[config.mk]
export PLATFORM = sky130hd
export DESIGN_NAME = regfile_wr_decoder
export DESIGN_NICKNAME = d
export VERILOG_FILES = /design/src/rtl/regfile_wr_decoder.sv
export SDC_FILE = /design/constraint.sdc
export NUM_CORES = 1
export LEC_CHECK = 0
export CELL_PAD_IN_SITES_DETAIL_PLACEMENT = 1
export CELL_PAD_IN_SITES_GLOBAL_PLACEMENT = 2
export CORE_ASPECT_RATIO = 1.2
export CORE_MARGIN = 3
export CORE_UTILIZATION = 29
export DETAILED_ROUTE_END_ITERATION = 10
export PLACE_DENSITY = 0.89
export SYNTH_ARGS = -nofsm -noshare
export SYNTH_HDL_FRONTEND = slang
export SYNTH_SLANG_ARGS = --single-unit
[constraint.sdc]
create_clock -name clk -period 2.23 [get_ports clk]
set_clock_uncertainty 0.05 [all_clocks]
set_input_delay 0.3345 -clock clk [delete_from_list [all_inputs] [get_ports clk]]
set_output_delay 0.3345 -clock clk [all_outputs]
set_load 0.02 [all_outputs]
[src/rtl/regfile_wr_decoder.sv]
// Registered multi-port write-select decoder with a pending-write busy scoreboard.
// The highest-index port wins a same-address collision, and the zero register is never selected.
module regfile_wr_decoder #(
  parameter int INPUT_WIDTH = 5,
  parameter int NUM_PORTS   = 2,
  parameter int ZERO_REG    = 31
) (
  input  logic                                 clk,
  input  logic                                 reset,
  input  logic [NUM_PORTS-1:0]                 wr_en,
  input  logic [NUM_PORTS*INPUT_WIDTH-1:0]     wr_addr,
  input  logic                                 rsv_en,
  input  logic [INPUT_WIDTH-1:0]               rsv_addr,
  output logic [NUM_PORTS*(2**INPUT_WIDTH)-1:0] sel,
  output logic                                 conflict,
  output logic [(2**INPUT_WIDTH)-1:0]          busy,
  output logic                                 any_busy
);

  localparam int NREG = 2**INPUT_WIDTH;
  localparam logic [INPUT_WIDTH-1:0] ZERO_ADDR = INPUT_WIDTH'(ZERO_REG);

  logic [NUM_PORTS-1:0]      valid;
  logic [NUM_PORTS-1:0]      keep;
  logic [NUM_PORTS*NREG-1:0] sel_next;
  logic [NREG-1:0]           clear_vec;
  logic [NREG-1:0]           set_vec;
  logic [NREG-1:0]           busy_next;
  logic                      conflict_next;

  always_comb begin
    valid     = '0;
    keep      = '0;
    sel_next  = '0;
    clear_vec = '0;
    set_vec   = '0;

    for (int p = 0; p < NUM_PORTS; p++) begin
      valid[p] = wr_en[p] && (wr_addr[p*INPUT_WIDTH +: INPUT_WIDTH] != ZERO_ADDR);
    end

    // A valid port survives only if no higher-index valid port targets the same register.
    for (int p = 0; p < NUM_PORTS; p++) begin
      keep[p] = valid[p];
      for (int q = p + 1; q < NUM_PORTS; q++) begin
        if (valid[q] && (wr_addr[q*INPUT_WIDTH +: INPUT_WIDTH] ==
                         wr_addr[p*INPUT_WIDTH +: INPUT_WIDTH])) begin
          keep[p] = 1'b0;
        end
      end
      if (keep[p]) begin
        sel_next[p*NREG +: NREG] = NREG'(1) << wr_addr[p*INPUT_WIDTH +: INPUT_WIDTH];
      end
      clear_vec = clear_vec | sel_next[p*NREG +: NREG];
    end

    conflict_next = |(valid & ~keep);

    if (rsv_en && (rsv_addr != ZERO_ADDR)) begin
      set_vec = NREG'(1) << rsv_addr;
    end

    // A new reservation outranks the retirement of the previous producer.
    busy_next = (busy & ~clear_vec) | set_vec;
  end

  always_ff @(posedge clk) begin
    if (reset) begin
      sel      <= '0;
      conflict <= 1'b0;
      busy     <= '0;
    end else begin
      sel      <= sel_next;
      conflict <= conflict_next;
      busy     <= busy_next;
    end
  end

  assign any_busy = |busy;

endmodule

== Word-level counts from Yosys, hierarchy flattened ==
Index checks and enable logic that the tools add are counted.
Operators by class
  eq/ne operators: 4
  shifts and indexed selects: 3
  mux-type cells: 4
  bitwise operators: 6
  reductions and logical operators: 6
Operator list (count)
  2-to-1 mux 32 bit: 3
  left shift 1 x 5 -> 32 bit (first input constant): 3
  bitwise OR 32 bit: 2
  AND 32 bit: 1
  inverter 32 bit: 1
  OR reduction 32 bit: 1
  inequality test 5 bit (second input constant): 3
  equality test 5 bit: 1
  logical AND 1 bit: 4
  AND 2 bit: 1
  inverter 2 bit: 1
  OR reduction 2 bit: 1
  2-to-1 mux 1 bit: 1
Word-level totals
  register bits after elaboration: 97
  output and inout port bits: 98

== Logic depth before layout (Yosys ltp) ==
  depth after elaboration: 9
  mapped depth: 7

== Worst setup path before layout ==
OpenSTA, ideal clock, no wires.
  path kind: in2reg
  from: input wr_addr[7]
  to: register sel[22]
  data arrival time: 1.366 ns
  data required time: 2.063 ns
  path slack: 0.698 ns
  stages: 6
  path buffers: 2
  cells stage by stage: buf_2 > xor2_1 > nor4_4 > buf_6 > a31o_2 > nor2_1
Between the ends
  longest elaborated chain between the ends: 5
  elaborated cells on any way between the ends: 6
  classes of those cells: eq/ne (2); mux (2); reduce/logical (2)
Ends and longest elaborated chain
  start: declaration: RTL line 11  | input logic [NUM_PORTS*INPUT_WIDTH-1:0] wr_addr,
  inequality test 5 bit: RTL line 39  | valid[p] = wr_en[p] && (wr_addr[p*INPUT_WIDTH +: INPUT_WIDTH] != ZERO_ADDR);
  logical AND 1 bit: RTL line 39
  logical AND 1 bit *: RTL line 46  | if (valid[q] && (wr_addr[q*INPUT_WIDTH +: INPUT_WIDTH] ==
  2-to-1 mux 1 bit *: RTL line 46
  2-to-1 mux 32 bit *: RTL line 51  | if (keep[p]) begin
  end signal: assignment: RTL line 73  | sel <= sel_next;
  end: declaration: RTL line 14  | output logic [NUM_PORTS*(2**INPUT_WIDTH)-1:0] sel,
Every way passes the cells marked *; elsewhere a longest branch is shown, timed or not.
A chain may end at the register's enable or synchronous reset.

== Final worst setup path ==
  from: input wr_addr[9]
  to: register busy[16]
Between the ends
  longest elaborated chain between the ends: 9
  elaborated cells on any way between the ends: 12
  classes of those cells: eq/ne (2); shift (1); mux (3); bitwise (4); reduce/logical (2)
Ends and longest elaborated chain
  inequality test 5 bit: RTL line 39
  logical AND 1 bit: RTL line 39
  logical AND 1 bit: RTL line 46
  2-to-1 mux 1 bit: RTL line 46
  2-to-1 mux 32 bit: RTL line 51
  bitwise OR 32 bit *: RTL line 54  | clear_vec = clear_vec | sel_next[p*NREG +: NREG];
  inverter 32 bit *: RTL line 64  | busy_next = (busy & ~clear_vec) | set_vec;
  AND 32 bit *: RTL line 64
  bitwise OR 32 bit *: RTL line 64
  end signal: assignment: RTL line 75  | busy <= busy_next;
  end: declaration: RTL line 16  | output logic [(2**INPUT_WIDTH)-1:0] busy,
Marked as above.

==> run metrics <==
status=complete, no violations; Setup TNS=0 ps; final setup fails=0; RSZ-0062 raised after global routing=false; Vias=about 4000; Post-Syn Area=3884 um^2; routed length per instance=19.80 um; crit start category=input pin; Final Slew Violations=0; CTS Buf Count=9; Min Hold Slack=around 450 ps; syn avg cell area=8.908 um^2; Hold Path Depth=1; clk slew on worst S/H paths=70 ps; number of port buffers=approximately 120; Critical Path Slowest Stage Cell=nor4bb_1; Synth cell types=53; mux share of post-synthesis cell area=0; Final nets=about 620; GRT met2 Usage=0.3610; largest net degree at the start of global routing=45; clock latency at the later pin of the worst-skew pair=340 ps; critical-path cell list=clkdlybuf4s50_1 -> buf_4 -> nor4bb_1 -> nand2_1 -> and3_1 -> a2bb2oi_1; Design Area, Final=just under 6000 um^2; Crit Path Max Fanout=12; Setup Crit Path Kind=in -> reg; dpl ws=-161.9 ps; Cells after Synth=436; fin crit period=between 2000 and 2500 ps; Die W=roughly 110 um; Peak Freq=491.6 MHz; global route overflow=0; Tcrit/Tclk final=0.9122; Synth Area in Compound Gates=0.1424; final RePlAce weighted congestion=0.8774; Final ANT Viol Nets=0; Die ar.=about 15000 um^2; DRT Pass-1 Iters=4; Final Hold Vio Count=0; core area=12890 um^2; EDFF count, synth=0; IR drop worst, VDD=0.2917 mV; vias in the first global route=~4300; GRT Util Overall=0.2046; met1 Use GR=0.2441; Initial Utilization=0.3012; Post-Place Cell Area=between 5000 and 6000 um^2; drt via density=5.194; initial antenna violation count=0; die span in y=approximately 130 um; Main synth FF type=dfxtp_1; synth-to-layout area growth=51.00%; register area=1942 um^2; post-route DRC violation count=0; Starting DRT DRC Count=223; Worst EP arrival=2220 ps; final wirelength=between 15 and 20 mm; max_slew headroom=0.4921; leakage power=just over 2 nW; WP data required=2410 ps; yosys warns=0; Hold Path Class=reg -> reg; clock sinks=97; post-synthesis register bit count=97; Bufs on Longest Clock Path=2; # IOs=118; hpwl dp=around 12 mm; total power draw=about 0.0036 W; CTS tree=done; row count=45; ratio of cells with drive above 1 in the final layout=0.1500; layout filler cell count=1527; root buf cell=clkbuf_16; worst-case reg-to-reg path depth=3; slack of the critical path=195.7 ps; Ant. Diodes=0; XOR/XNOR Fraction of Synth Area=0.01128; CP max stage delay=690 ps; Async S/R FF share, synth=0; Max-Cap Viols=0; CTS Hold Bufs=0; worst slew pin tran=751.5 ps; crit path capture type=flop; pwr/cell area=612.4 nW/um^2; multi-input logic area=1779 um^2; layer with the highest usage=met2; Synth Area in Simple Gates=0.2977; depth of the CTS H-tree=3; met3 Use GR=0.04254; reg2reg setup slack=1220 ps; first-pass GRT wire length=23.88 mm; largest family of logic cells by synthesized area=simple AND/OR/NAND/NOR gates; post-synthesis adder-cell area fraction=0; sequential share of the synthesized area=0.5000
cell families after synthesis:
group	count (synthesis)
compound gates	81
xor+xnor	5
buf+inv	33
flops	97
other cells	1
simple gates	219
flip-flops by register name, summed over array words and instances (netlist names):
name / flops
busy: 32
conflict: 1
sel: 64
worst max-delay path, delay by kind of cell:
| kind | cells | cell delay (ps) |
|---|---|---|
| compound gates | 1 | 120 |
| buf+inv | 2 | 710 |
| simple gates | 3 | 1050 |
where the power goes:
part | total (W) | switching, W | internal [W] | leakage (nW)
Sequential | 0.00176 | 0.00000918 | 0.00175 | 0.783
Combinational | 0.000414 | 0.000247 | 0.000167 | 1.16
Clock | 0.00142 | 0.000665 | 0.000756 | 0.130
cell type report:
cell class | count | area share
Sequential cell | 97 | 0.3311
Multi-Input combinational cell | 307 | 0.3034
Timing Repair Buffer | 176 | 0.2829
Clock buffer | 11 | 0.03968
Tap cell | 164 | 0.03499
Clock inverter | 5 | 0.005334
Inverter | 4 | 0.002560
path summary, 6_finish.rpt:
check	from	end
max reg2reg	busy[28]	busy[28]
max	wr_addr[9]	busy[16]
min	busy[31]	busy[31]
min reg2reg	busy[31]	busy[31]
placed cells by master, fill, tap and decap left out, types with 9 or more instances in the layout:
cell	synthesis	routed
a211oi_1	24	24
nand3_1	29	29
nor2_1	51	51
a21oi_1	14	14
buf_4	1	55
clkbuf_16	0	9
nor2b_1	11	11
clkdlybuf4s50_1	0	116
nor3_1	16	16
dfxtp_1	97	97
o22ai_1	15	15
nand2_1	51	51
metal layers:
layer | vias up | wire (um)
li1 | 1885 | -
met1 | 1930 | 6296
met2 | 127 | 7713
met3 | 26 | 757
met4 | 0 | 359
met5 | - | 0
what timing repair did:
action / in CTS / in global routing
setup endpoints to repair: 1 / 1
gates resized for setup: 2 / 4
buffers inserted: 0 / 0
metrics by stage:
stage,utilization,instances
3_5_place_dp,0.4333,748
4_1_cts,0.4541,764
3_3_place_gp,0.4333,748
6_report,0.4548,764
5_1_grt,0.4548,764
2_1_floorplan,-,437
Yosys cell counts (6+ instances only):
cell type,instances,area share
o21ai_1,7,0.0090
o211ai_1,7,0.014
nand4_1,7,0.011
nand2_1,51,0.049
nand3_1,29,0.037
a21oi_1,14,0.018
nor3_1,16,0.021
nor2b_1,11,0.018
nor4_1,9,0.014
or2_2,6,0.0097
a211oi_1,24,0.046
clkbuf_1,16,0.015
dfxtp_1,97,0.50
nor2_1,51,0.049
buf_6,7,0.020
o22ai_1,15,0.024
(Power assumes the default switching activity.)
